$ cat src/rtl/ps2_keyboard_rx.sv
// PS/2 device-to-host receiver: synchronizes and deglitches the pins, deframes 11-bit frames.
// Optional macro PS2_BREAK_FILTER_EN suppresses F0-prefixed key-release codes.
module ps2_keyboard_rx #(
   parameter int unsigned SYNC_STAGES    = 2,
   parameter int unsigned FILTER_LEN     = 4,
   parameter int unsigned TIMEOUT_CYCLES = 50000
) (
   input  logic       clock,
   input  logic       reset,
   input  logic       ps2_clk,
   input  logic       ps2_data,
   output logic [7:0] gpi,
   output logic       gpi_we,
   output logic       frame_err
);

   localparam int unsigned FCNT_W = (FILTER_LEN > 1) ? $clog2(FILTER_LEN) : 1;
   localparam int unsigned TCNT_W = $clog2(TIMEOUT_CYCLES + 1);

   typedef enum logic [1:0] {IDLE, DATA, PARITY, STOP} state_e;

   logic [SYNC_STAGES-1:0] clk_sync_q, data_sync_q;
   logic                   filt_q, filt_d;
   logic [FCNT_W-1:0]      filt_cnt_q, filt_cnt_d;
   logic                   fall_q, fall_d;
   state_e                 state_q, state_d;
   logic [2:0]             bit_cnt_q, bit_cnt_d;
   logic [7:0]             shift_q, shift_d;
   logic                   parity_q, parity_d;
   logic [TCNT_W-1:0]      to_cnt_q, to_cnt_d;
   logic [7:0]             gpi_q, gpi_d;
   logic                   gpi_we_q, gpi_we_d;
   logic                   frame_err_q, frame_err_d;
`ifdef PS2_BREAK_FILTER_EN
   logic                   break_q, break_d;
`endif

   logic clk_s, data_s;
   assign clk_s  = clk_sync_q[SYNC_STAGES-1];
   assign data_s = data_sync_q[SYNC_STAGES-1];

   always_comb begin
      filt_d      = filt_q;
      filt_cnt_d  = '0;
      fall_d      = 1'b0;
      state_d     = state_q;
      bit_cnt_d   = bit_cnt_q;
      shift_d     = shift_q;
      parity_d    = parity_q;
      to_cnt_d    = to_cnt_q;
      gpi_d       = gpi_q;
      gpi_we_d    = 1'b0;
      frame_err_d = 1'b0;
`ifdef PS2_BREAK_FILTER_EN
      break_d     = break_q;
`endif

      // Accept a new clock level only after FILTER_LEN consecutive differing samples
      if (clk_s != filt_q) begin
         if (filt_cnt_q == FCNT_W'(FILTER_LEN - 1)) begin
            filt_d = clk_s;
            fall_d = filt_q & ~clk_s;
         end else begin
            filt_cnt_d = filt_cnt_q + FCNT_W'(1);
         end
      end

      // A fall always beats a coincident timeout
      if (state_q == IDLE || fall_q) begin
         to_cnt_d = '0;
      end else if (to_cnt_q == TCNT_W'(TIMEOUT_CYCLES - 1)) begin
         to_cnt_d    = '0;
         state_d     = IDLE;
         frame_err_d = 1'b1;
      end else begin
         to_cnt_d = to_cnt_q + TCNT_W'(1);
      end

      if (fall_q) begin
         case (state_q)
            IDLE: begin
               if (!data_s) begin
                  state_d   = DATA;
                  bit_cnt_d = 3'd0;
               end
            end
            DATA: begin
               shift_d   = {data_s, shift_q[7:1]};
               bit_cnt_d = bit_cnt_q + 3'd1;
               if (bit_cnt_q == 3'd7) state_d = PARITY;
            end
            PARITY: begin
               parity_d = data_s;
               state_d  = STOP;
            end
            STOP: begin
               state_d = IDLE;
               if (data_s && (^{shift_q, parity_q})) begin
`ifdef PS2_BREAK_FILTER_EN
                  if (break_q) begin
                     break_d = 1'b0;
                  end else if (shift_q == 8'hF0) begin
                     break_d = 1'b1;
                  end else begin
                     gpi_d    = shift_q;
                     gpi_we_d = 1'b1;
                  end
`else
                  gpi_d    = shift_q;
                  gpi_we_d = 1'b1;
`endif
               end else begin
                  frame_err_d = 1'b1;
               end
            end
            default: state_d = IDLE;
         endcase
      end
   end

   always_ff @(posedge clock or negedge reset) begin
      if (!reset) begin
         clk_sync_q  <= '1;
         data_sync_q <= '1;
         filt_q      <= 1'b1;
         filt_cnt_q  <= '0;
         fall_q      <= 1'b0;
         state_q     <= IDLE;
         bit_cnt_q   <= 3'd0;
         shift_q     <= 8'h00;
         parity_q    <= 1'b0;
         to_cnt_q    <= '0;
         gpi_q       <= 8'h00;
         gpi_we_q    <= 1'b0;
         frame_err_q <= 1'b0;
`ifdef PS2_BREAK_FILTER_EN
         break_q     <= 1'b0;
`endif
      end else begin
         clk_sync_q  <= {clk_sync_q[SYNC_STAGES-2:0], ps2_clk};
         data_sync_q <= {data_sync_q[SYNC_STAGES-2:0], ps2_data};
         filt_q      <= filt_d;
         filt_cnt_q  <= filt_cnt_d;
         fall_q      <= fall_d;
         state_q     <= state_d;
         bit_cnt_q   <= bit_cnt_d;
         shift_q     <= shift_d;
         parity_q    <= parity_d;
         to_cnt_q    <= to_cnt_d;
         gpi_q       <= gpi_d;
         gpi_we_q    <= gpi_we_d;
         frame_err_q <= frame_err_d;
`ifdef PS2_BREAK_FILTER_EN
         break_q     <= break_d;
`endif
      end
   end

   assign gpi       = gpi_q;
   assign gpi_we    = gpi_we_q;
   assign frame_err = frame_err_q;

endmodule

$ cat config.mk
export PLATFORM = sky130hd
export DESIGN_NAME = ps2_keyboard_rx
export DESIGN_NICKNAME = d
export VERILOG_FILES = /design/src/rtl/ps2_keyboard_rx.sv
export SDC_FILE = /design/constraint.sdc
export NUM_CORES = 1
export LEC_CHECK = 0
export CORE_ASPECT_RATIO = 1.2
export CORE_UTILIZATION = 25
export DETAILED_ROUTE_END_ITERATION = 10
export GPL_TIMING_DRIVEN = 0
export MAX_ROUTING_LAYER = met4
export PLACE_DENSITY = 0.39
export SETUP_SLACK_MARGIN = 0.4
export SYNTH_ARGS = -nofsm -noshare
export SYNTH_HDL_FRONTEND = slang
export SYNTH_SLANG_ARGS = --single-unit
$ cat constraint.sdc
create_clock -name clock -period 1.9 [get_ports clock]
set_input_delay 0.475 -clock clock [delete_from_list [all_inputs] [get_ports clock]]
set_output_delay 0.475 -clock clock [all_outputs]
set_load 0.03 [all_outputs]
==> results of run 1 <==
## routing by layer
metal,up-vias,part of all wire [%],track usage [%]
met2,22,49,15.7
met1,712,46,13.2
li1,719,-,-
met4,0,1.7,3.93
met5,-,0,-
met3,6,3.1,2.62
## registers in the layout, indices dropped and copies added, names as in the netlist
signal,flops
to_cnt_q,16
gpi,8
shift_q,8
bit_cnt_q,3
clk_sync_q,2
data_sync_q,2
filt_cnt_q,2
state_q,2
fall_q,1
filt_q,1
frame_err,1
gpi_we,1
parity_q,1
## path summary, 6_finish.rpt
path                                            to  cells past startpoint               startpoint
max                             gpi[6]$_DFFE_PN0P_                      5   shift_q[4]$_DFFE_PN0P_
min                             gpi[2]$_DFFE_PN0P_                      1                    reset
min reg2reg                clk_sync_q[1]$_DFF_PN1_                      0  clk_sync_q[0]$_DFF_PN1_
max reg2reg                     gpi[6]$_DFFE_PN0P_                      5   shift_q[4]$_DFFE_PN0P_
min in group clock         clk_sync_q[1]$_DFF_PN1_                      0  clk_sync_q[0]$_DFF_PN1_
max in group asynchronous  clk_sync_q[0]$_DFF_PN1_                      2                    reset
## cells in the final DEF, fill, tap and decap left out, drive strengths merged, types with 2 or more instances in the layout
master          n
o21ai           7
clkbuf         11
nor2b           2
nor2           21
nand2           8
nor3            5
nand4           2
and3            2
clkdlybuf4s15   7
nand3          11
dfrtp          43
mux2           15
clkdlybuf4s50   2
xor2            2
inv            11
o31ai           2
a21oi           2
or3             2
xnor2          14
ha              5
dfstp           5
buf            21
nor4            4
a32o            2
mux2i           2
## power groups by stage
stage | clock (mW) | combinational, mW | sequential (mW)
2_1_floorplan | 0 | 0.175 | 1.13
3_3_place_gp | 0 | 0.251 | 1.14
3_5_place_dp | 0 | 0.256 | 1.14
4_1_cts | 0.770 | 0.312 | 1.12
5_1_grt | 0.797 | 0.395 | 1.13
6_report | 0.729 | 0.345 | 1.12
## kinds of logic (layout without fill, tap and decap cells)
family	count (synthesis)	after routing	share of synthesized area [%]
simple gates	63	63	14.3
buf+inv	15	54	2.77
compound gates	18	18	6.40
flops	48	48	55.7
xor+xnor	18	18	8.71
mux	17	17	9.28
fa+ha+maj	5	5	2.88
## metrics by stage
step	power [mW]	setup TNS, ns	cell area (µm²)	std cells
6_report	2.19	0	2900	337
5_1_grt	2.32	-0.0110	2900	337
4_1_cts	2.20	0	2790	333
3_5_place_dp	1.39	-1.67	2470	312
3_3_place_gp	1.39	-56.71	2460	311
2_1_floorplan	1.30	0	2190	184
## cell type report
cell class / count / area [µm²] / area share [%]
inverter: 11 / 41.3 / 1.42
clock buffer: 6 / 72.6 / 2.50
clock inverter: 2 / 35.0 / 1.21
sequential: 48 / 1210 / 41.8
multi-input combinational: 121 / 1080 / 37.4
timing repair buffer: 31 / 290 / 10.0
buffer: 4 / 23.8 / 0.820
tap: 114 / 143 / 4.92
## worst max-delay path: cells and delay by family (launching register included)
family	cells	cell delay, ns
flip-flops	1	0.40
XOR/XNOR	2	0.59
buffers and inverters	1	0.15
multiplexers	2	0.58
## repair_timing
item / in CTS / in global routing
cloned: 1 / 0
hold endpoints to repair: 0 / 0
buffers inserted: 12 / 4
gates resized for setup: 50 / 28
setup endpoints to repair: 48 / 39
pin swaps: 6 / 7
==> impl_metrics.csv, run 1 <==
group,metric,value,unit
detailed_routing,drc_errors,0,
sta,timing.fmax,547,MHz
logic_synthesis,yosysWarnings,0,
logic_synthesis,synth_edf_count,0,
power_and_ir_drop,power.internal,1.61,mW
floorplan,core_area,8290,µm²
placement,preCtsSetupSlack,-0.124,ns
global_route,grt_pass1_vias,1428,
power_and_ir_drop,pwr-share-comb,15.7,%
sta,setup_slack,0.0702,ns
logic_synthesis,post_synth_num_cell_types,37,
logic_synthesis,yosysTopAreaCell,"dfrtp_1",
worst_hold_path,hp-class,"input port to asynchronous set/reset pin",
logic_synthesis,ys_ff_latch,48,
sta,hold_viol_final,0,
floorplan,die_h,104,µm
setup_path,cpMaxStageDelayCell,"xnor3_2",
logic_synthesis,async_flop_share,100,%
setup_path,critPathMaxFanout,9,
global_route,antenna_found_initial,0,
finish,diodes,0,
power_and_ir_drop,pwr_density_cell,756,nW/µm²
finish,area_growth,33.7,%
global_route,grt_max_degree,33,
run_status,outcome,"complete, no violations",
run,maxCapViolations,0,
setup_path,slowest_delay,0.43,ns
logic_synthesis,synth-seq-area-share,55.7,%
clocking,cts_tree,"built",
detailed_routing,ant_nets,0,
logic_synthesis,synth.top_cell.area_share,49.6,%
logic_synthesis,yosys_most_used_dff,"dfrtp_1",
sta,slew_violations,0,
finish,nNetsFinal,231,
power_and_ir_drop,leakage,1.23,nW
global_route,grt_util_all_layers,10.4,%
floorplan,io_pins,14,
clocking,max-clock-path-buffers,2,
global_route,grt_overflow_total,0,
detailed_routing,via_count,1459,
clocking,cts_root_buf,"clkbuf_8",
logic_synthesis,ys_top_cells_by_area,"dfrtp_1 50%, mux2_2 7.8%, dfstp_2 6.1%, xnor2_1 5.7%, nor2_1 3.6%",
setup_path,arrival,2.02,ns
finish,nFillCells,853,
power_and_ir_drop,p_sw,0.581,mW
clocking,htreeDepth,2,
logic_synthesis,synth.avg_cell_area,11.8,µm²
placement,io_buffers,13,
detailed_routing,wl_per_cell,11.9,µm
logic_synthesis,synth_commonest_cells,"43 x dfrtp_1, 21 x nor2_1, 15 x mux2_2",
placement,hpwl,2650,µm
sta,min_period_over_period,96.3,%
logic_synthesis,synthCells,184,
setup_path,endpoint_kind,"register",
detailed_routing,drt_iter0_markers,75,
setup_path,worstPathRequired,2.09,ns
power_and_ir_drop,ir_drop,314,µV
sta,rsz0062_at_grt,"true",
power_and_ir_drop,p_seq_share,51.0,%
clocking,cts.sinks,48,
global_route,grt_first_pass_wirelength,7090,µm
placement,gp_congestion,0.693,
detailed_routing,vias_per_cell,4.33,
logic_synthesis,syn_nets,193,
logic_synthesis,syn_area,2170,µm²
clocking,clk_pin_slew,0.09,ns
power_and_ir_drop,clkPwrFrac,33.2,%
clocking,clock_latency,0.30,ns
setup_path,path_class,"register to register",
floorplan,start_util,26.2,%
finish,final_core_util,35.0,%
sta,skew,0.00642,ns
clocking,cts_buffers,5,
detailed_routing,drtPass1Iterations,4,
floorplan,die_x,87.0,µm
power_and_ir_drop,p_sw_share,26.5,%
sta,period_minus_slack,1.83,ns
detailed_routing,drt_wl_total,4010,µm
sta,setup_viol,0,
logic_synthesis,synthMostInstantiatedCell,"dfrtp_1",
setup_path,worst_setup_path_start_kind,"register",
clocking,hold_buffers,0,
floorplan,die_area,9060,µm²
sta,whs,0.0965,ns
sta,worstMarginPinSlew,0.423,ns
finish,drive_gt1_share,40.8,%
setup_path,r2r_slack,0.07,ns
setup_path,cp_cell_sequence,"xor2_1 > xnor3_2 > mux2i_4 > buf_12 > mux2_2",
sta,relSlewSlack,71.8,%
floorplan,rows,36,
(Power assumes the default switching activity.)
==> inputs of run 2 (changes only) <==
- CTS_BUF_LIST: unset -> sky130_fd_sc_hd__clkbuf_4
- PLACE_DENSITY: 0.39 -> 0.37
- clock period: 1.9 -> 2 ns (I/O delays scaled with it)
==> run 2 against run 1 <==
Net effect:
- critical path depth stayed put
- hold slack worse by 0.036 ns
- critical path type unchanged
- sequential power fell by 4%
- combinational power is 7.0% lower
- routed wire length grew 2.5%
==> impl_metrics.csv, run 2 (synthesized netlist as in run 1, its figures left out) <==
group,metric,value,unit
global_route,grt_max_degree,33,
detailed_routing,drt_wl_total,4110,µm
power_and_ir_drop,power.internal,1.31,mW
finish,finalNonFillerCells,330,
clocking,clk_pin_slew,0.14,ns
floorplan,io_pins,14,
power_and_ir_drop,ir_drop,259,µV
setup_path,path_class,"register to register",
detailed_routing,via_count,1443,
setup_path,reg2regPathDepth,5,
detailed_routing,drt_iter0_markers,63,
global_route,grt_first_pass_wirelength,7200,µm
floorplan,die_h,104,µm
sta,min_period_over_period,92.1,%
detailed_routing,drtPass1Iterations,4,
setup_path,arrival,2.09,ns
power_and_ir_drop,p_sw,0.531,mW
clocking,max-clock-path-buffers,2,
power_and_ir_drop,clkPwrFrac,24.4,%
setup_path,rr_endpoint,"gpi[2]$_DFFE_PN0P_",
clocking,cts_tree,"built",
sta,timing.fmax,543,MHz
detailed_routing,wl_per_cell,12.4,µm
sta,worstMarginPinSlew,0.424,ns
setup_path,worstPathRequired,2.25,ns
floorplan,rows,36,
detailed_routing,drc_errors,0,
power_and_ir_drop,pwr_density_cell,670,nW/µm²
finish,final_cell_mix,"40 x dfrtp_1, 15 x mux2_2, 13 x xnor2_1, 13 x nor2_2, 11 x inv_1",
clocking,cts_root_buf,"clkbuf_4",
global_route,grt_util_all_layers,10.5,%
setup_path,critPathCapture,"gpi[2]$_DFFE_PN0P_",
clocking,htreeDepth,2,
sta,hold_viol_final,0,
setup_path,worst_setup_path_start_kind,"register",
finish,area_growth,26.4,%
run_status,outcome,"complete, no violations",
global_route,grt_pass1_vias,1489,
power_and_ir_drop,p_sw_share,28.9,%
setup_path,crit_start,"shift_q[6]$_DFFE_PN0P_",
finish,final_common_cell,"dfrtp_1",
run,maxCapViolations,0,
setup_path,critPathMaxFanout,9,
finish,diodes,0,
finish,top_register,"to_cnt_q",
placement,dp_cells,312,
placement,hpwl,2750,µm
clocking,hold_buffers,0,
floorplan,die_area,9060,µm²
finish,nNetsFinal,225,
setup_path,r2r_start,"shift_q[6]$_DFFE_PN0P_",
clocking,clock_latency,0.36,ns
worst_hold_path,hp-class,"input port to asynchronous set/reset pin",
detailed_routing,ant_nets,0,
floorplan,start_util,26.2,%
finish,largest_reg_flops,16,
power_and_ir_drop,leakage,1.14,nW
power_and_ir_drop,finalPower,1.84,mW
sta,rsz0062_at_grt,"true",
power_and_ir_drop,pwr-share-comb,17.4,%
floorplan,core_area,8290,µm²
sta,skew,0.0134,ns
placement,gp_congestion,0.778,
clocking,cts_buffers,5,
sta,period_minus_slack,1.84,ns
power_and_ir_drop,p_seq_share,58.1,%
placement,io_buffers,13,
detailed_routing,vias_per_cell,4.37,
floorplan,die_x,87.0,µm
sta,relSlewSlack,71.7,%
sta,setup_viol,0,
setup_path,endpoint_kind,"register",
finish,drive_gt1_share,40.7,%
clocking,cts.sinks,48,
sta,slew_violations,0,
setup_path,r2r_slack,0.16,ns
global_route,grt_overflow_total,0,
global_route,antenna_found_initial,0,
## run 2: cell count changes in the layout (fill, tap and decap cells not counted), moves of 4 or more
| cell | previous run | this run |
|---|---|---|
| nor2_1 | 11 | 7 |
| buf_4 | 13 | 7 |
| nor2_4 | 8 | 1 |
| clkbuf_8 | 5 | 0 |
| clkbuf_4 | 0 | 6 |
| nor2_2 | 2 | 13 |
## run 2: per-layer routing
| layer | share of wire [%] | up-vias | track usage (%) |
|---|---|---|---|
| met5 | 0 | - | - |
| met4 | 1.8 | 0 | 5.00 |
| met3 | 3.0 | 7 | 1.98 |
| met2 | 50 | 25 | 16.1 |
| met1 | 45 | 711 | 13.0 |
| li1 | - | 700 | - |
## run 2: power by group through the flow
stage | clock [mW] | combinational [mW] | sequential (mW)
2_1_floorplan | 0 | 0.165 | 1.07
3_3_place_gp | 0 | 0.224 | 1.08
3_5_place_dp | 0 | 0.240 | 1.08
4_1_cts | 0.479 | 0.297 | 1.06
5_1_grt | 0.514 | 0.364 | 1.08
6_report | 0.449 | 0.321 | 1.07
## run 2: cell type report
type | count | area, µm²
clock buffer | 6 | 45.0
multi-input combinational | 121 | 1030
clock inverter | 1 | 5.00
buffer | 4 | 23.8
timing repair buffer | 25 | 245
sequential | 48 | 1210
fill | 870 | 5550
tap | 114 | 143
inverter | 11 | 41.3
## run 2: critical path: stages, from the launching register on
cell     delay (ns)
dfrtp_1        0.42
xnor2_1        0.16
xnor3_2        0.47
mux2i_4        0.20
buf_12         0.15
mux2_2         0.33
## run 2: how the worst min path moves through the flow
stage                                     to  cells after the start  slack [ns]
finish                to_cnt_q[10]$_DFF_PN0_                      1        0.06
global route          to_cnt_q[14]$_DFF_PN0_                      1        0.06
CTS                   to_cnt_q[14]$_DFF_PN0_                      1        0.06
detailed placement   clk_sync_q[1]$_DFF_PN1_                      0        0.35
global placement     clk_sync_q[1]$_DFF_PN1_                      0        0.35
floorplan           bit_cnt_q[0]$_DFFE_PN0P_                      0        0.20
## run 2: per-stage QoR
stage / instance area [µm²] / worst slack, ns / hold slack, ns / TNS (ns) / utilization [%]
floorplan: 2180 / 0.207 / 0.204 / 0 / -
global placement: 2450 / -0.940 / 0.346 / -42.50 / 29.5
detailed placement: 2460 / -0.0428 / 0.348 / -0.369 / 29.7
CTS: 2680 / 0.138 / 0.0562 / 0 / 32.3
global route: 2740 / 0.0884 / 0.0570 / 0 / 33.1
finish: 2740 / 0.159 / 0.0604 / 0 / 33.1
## run 2: what timing repair did
| action | CTS | global route |
|---|---|---|
| pin swaps | 7 | 6 |
| cloned | 1 | 0 |
| buffers inserted | 7 | 3 |
| gates resized for setup | 48 | 27 |
| setup endpoints to repair | 44 | 38 |
==> inputs of run 3 (changes only) <==
- HOLD_SLACK_MARGIN: unset -> 0.1
- TNS_END_PERCENT: unset -> 20
==> run 3 against run 2 <==
Net effect:
- maximum frequency is 0.34% higher
- largest power group unchanged
- register-to-register slack is essentially flat
- via count is the same
- largest cell class unchanged
- critical endpoint is now gpi[4]$_DFFE_PN0P_
- die area is the same
==> impl_metrics.csv, run 3 (synthesized netlist as in run 1, its figures left out) <==
group,metric,value,unit
detailed_routing,ant_nets,0,
placement,io_buffers,13,
setup_path,worst_setup_path_start_kind,"register",
finish,largest_reg_flops,16,
sta,setup_viol,0,
global_route,grt_first_pass_wirelength,7110,µm
finish,final_cell_mix,"40 x dfrtp_1, 15 x nor2_1, 15 x mux2_2",
setup_path,slowest_delay,0.48,ns
global_route,grt_overflow_total,0,
sta,setup_slack,0.165,ns
finish,nFillCells,859,
floorplan,core_area,8290,µm²
floorplan,die_h,104,µm
worst_hold_path,hp-class,"register to register",
placement,preCtsSetupSlack,-0.162,ns
power_and_ir_drop,pwr_density_cell,671,nW/µm²
sta,timing.fmax,545,MHz
setup_path,cp_cell_sequence,"xnor2_1 > xnor3_2 > mux2i_4 > buf_12 > mux2_2",
placement,hpwl,2930,µm
clocking,cts_tree,"built",
detailed_routing,drt_iter0_markers,52,
run_status,outcome,"complete, no violations",
clocking,htreeDepth,2,
sta,min_period_over_period,91.8,%
global_route,grt_util_all_layers,10.5,%
finish,area_growth,24.8,%
power_and_ir_drop,clkPwrFrac,25.6,%
setup_path,endpoint_kind,"register",
clocking,cts_buffers,5,
worst_hold_path,hold_path.startpoint,"clk_sync_q[0]$_DFF_PN1_",
setup_path,cpMaxStageDelayCell,"xnor3_2",
power_and_ir_drop,p_sw_share,27.7,%
setup_path,arrival,2.10,ns
clocking,max-clock-path-buffers,2,
floorplan,rows,36,
setup_path,worstPathRequired,2.26,ns
placement,gp_congestion,0.750,
run,maxCapViolations,0,
finish,final_common_cell,"dfrtp_1",
floorplan,io_pins,14,
setup_path,reg2regPathDepth,5,
power_and_ir_drop,p_sw,0.504,mW
worst_hold_path,min_to,"clk_sync_q[1]$_DFF_PN1_",
setup_path,path_class,"register to register",
setup_path,critPathMaxFanout,9,
sta,relSlewSlack,60.7,%
sta,rsz0062_at_grt,"true",
sta,finalSetupTns,0,ns
detailed_routing,via_count,1443,
power_and_ir_drop,p_seq_share,58.6,%
finish,diodes,0,
detailed_routing,drt_wl_total,4200,µm
detailed_routing,drc_errors,0,
clocking,cts_root_buf,"clkbuf_4",
clocking,clock_latency,0.36,ns
power_and_ir_drop,leakage,1.18,nW
finish,top_register,"to_cnt_q",
finish,drive_gt1_share,30.6,%
detailed_routing,wl_per_cell,12.6,µm
worst_hold_path,hold_depth,0,
clocking,cts.sinks,48,
setup_path,rr_endpoint,"gpi[4]$_DFFE_PN0P_",
global_route,grt_max_degree,33,
finish,nNetsFinal,227,
sta,period_minus_slack,1.84,ns
floorplan,die_x,87.0,µm
detailed_routing,drtPass1Iterations,3,
power_and_ir_drop,power.internal,1.31,mW
clocking,clk_pin_slew,0.14,ns
power_and_ir_drop,pwr-share-comb,15.8,%
setup_path,r2r_start,"shift_q[3]$_DFFE_PN0P_",
sta,skew,0.0152,ns
floorplan,die_area,9060,µm²
setup_path,r2r_slack,0.16,ns
sta,slew_violations,0,
floorplan,start_util,26.2,%
detailed_routing,vias_per_cell,4.33,
sta,hold_viol_final,0,
global_route,grt_pass1_vias,1499,
global_route,antenna_found_initial,0,
power_and_ir_drop,ir_drop,213,µV
sta,worstMarginPinSlew,0.584,ns
==> run 3: changes by cell type in the layout (fill, tap and decap cells not counted), sizes merged <==
cell / previous run / this run
dlygate4sd2: 0 / 10
clkdlybuf4s15: 7 / 0
clkbuf: 11 / 10
dlygate4sd3: 0 / 1
==> run 3: area by class of cell <==
| type | instances | area (µm²) | area share (%) |
|---|---|---|---|
| buffer | 4 | 22.5 | 0.832 |
| clock buffer | 7 | 52.6 | 1.94 |
| clock inverter | 1 | 5.00 | 0.185 |
| inverter | 11 | 41.3 | 1.52 |
| multi-input combinational | 121 | 987 | 36.5 |
| sequential | 48 | 1210 | 44.7 |
| tap | 114 | 143 | 5.27 |
| timing repair buffer | 27 | 245 | 9.06 |
==> run 3: power groups by stage <==
stage	combinational [mW]	sequential [mW]	clock [mW]
2_1_floorplan	0.164	1.07	0
3_3_place_gp	0.223	1.08	0
3_5_place_dp	0.239	1.08	0
4_1_cts	0.289	1.06	0.497
5_1_grt	0.320	1.07	0.533
6_report	0.287	1.06	0.466
==> run 3: critical path, delay by kind of cell, from the launching register on <==
| kind | cells | cell delay (ns) |
|---|---|---|
| XOR/XNOR | 2 | 0.64 |
| multiplexers | 2 | 0.52 |
| flip-flops | 1 | 0.43 |
| buffers and inverters | 1 | 0.15 |
==> run 3: per-layer routing <==
| metal | vias to the layer above | share of wire [%] | GRT usage (%) | routed length [µm] |
|---|---|---|---|---|
| met1 | 715 | 44 | 12.1 | 1830 |
| met2 | 18 | 52 | 17.0 | 2180 |
| met4 | 0 | 1.8 | 4.52 | 74 |
| met3 | 6 | 2.7 | 2.46 | 112 |
| met5 | - | 0 | - | 0 |
| li1 | 704 | - | - | - |
==> run 3: what timing repair did <==
item / CTS / global route
buffers inserted: 8 / 3
pin swaps: 6 / 4
hold endpoints to repair: 16 / 0
setup endpoints to repair: 46 / 47
hold buffers: 1 / 0
cloned: 1 / 0
resized for setup: 24 / 9
==> run 3: per-stage QoR <==
step	power (mW)	instances	instance area, µm²	hold slack, ns	utilization, %
floorplan	1.24	184	2170	0.204	-
global placement	1.30	311	2440	0.346	29.5
detailed placement	1.32	312	2460	0.347	29.6
CTS	1.85	330	2640	0.367	31.8
global route	1.92	333	2710	0.372	32.7
finish	1.82	333	2710	0.365	32.7
==> run 3: worst max path at each step <==
stage | startpoint | to
floorplan | shift_q[3]$_DFFE_PN0P_ | gpi[0]$_DFFE_PN0P_
global placement | reset | filt_cnt_q[0]$_DFF_PN0_
detailed placement | to_cnt_q[10]$_DFF_PN0_ | to_cnt_q[9]$_DFF_PN0_
CTS | shift_q[1]$_DFFE_PN0P_ | gpi[7]$_DFFE_PN0P_
global route | shift_q[3]$_DFFE_PN0P_ | gpi[7]$_DFFE_PN0P_
finish | shift_q[3]$_DFFE_PN0P_ | gpi[4]$_DFFE_PN0P_
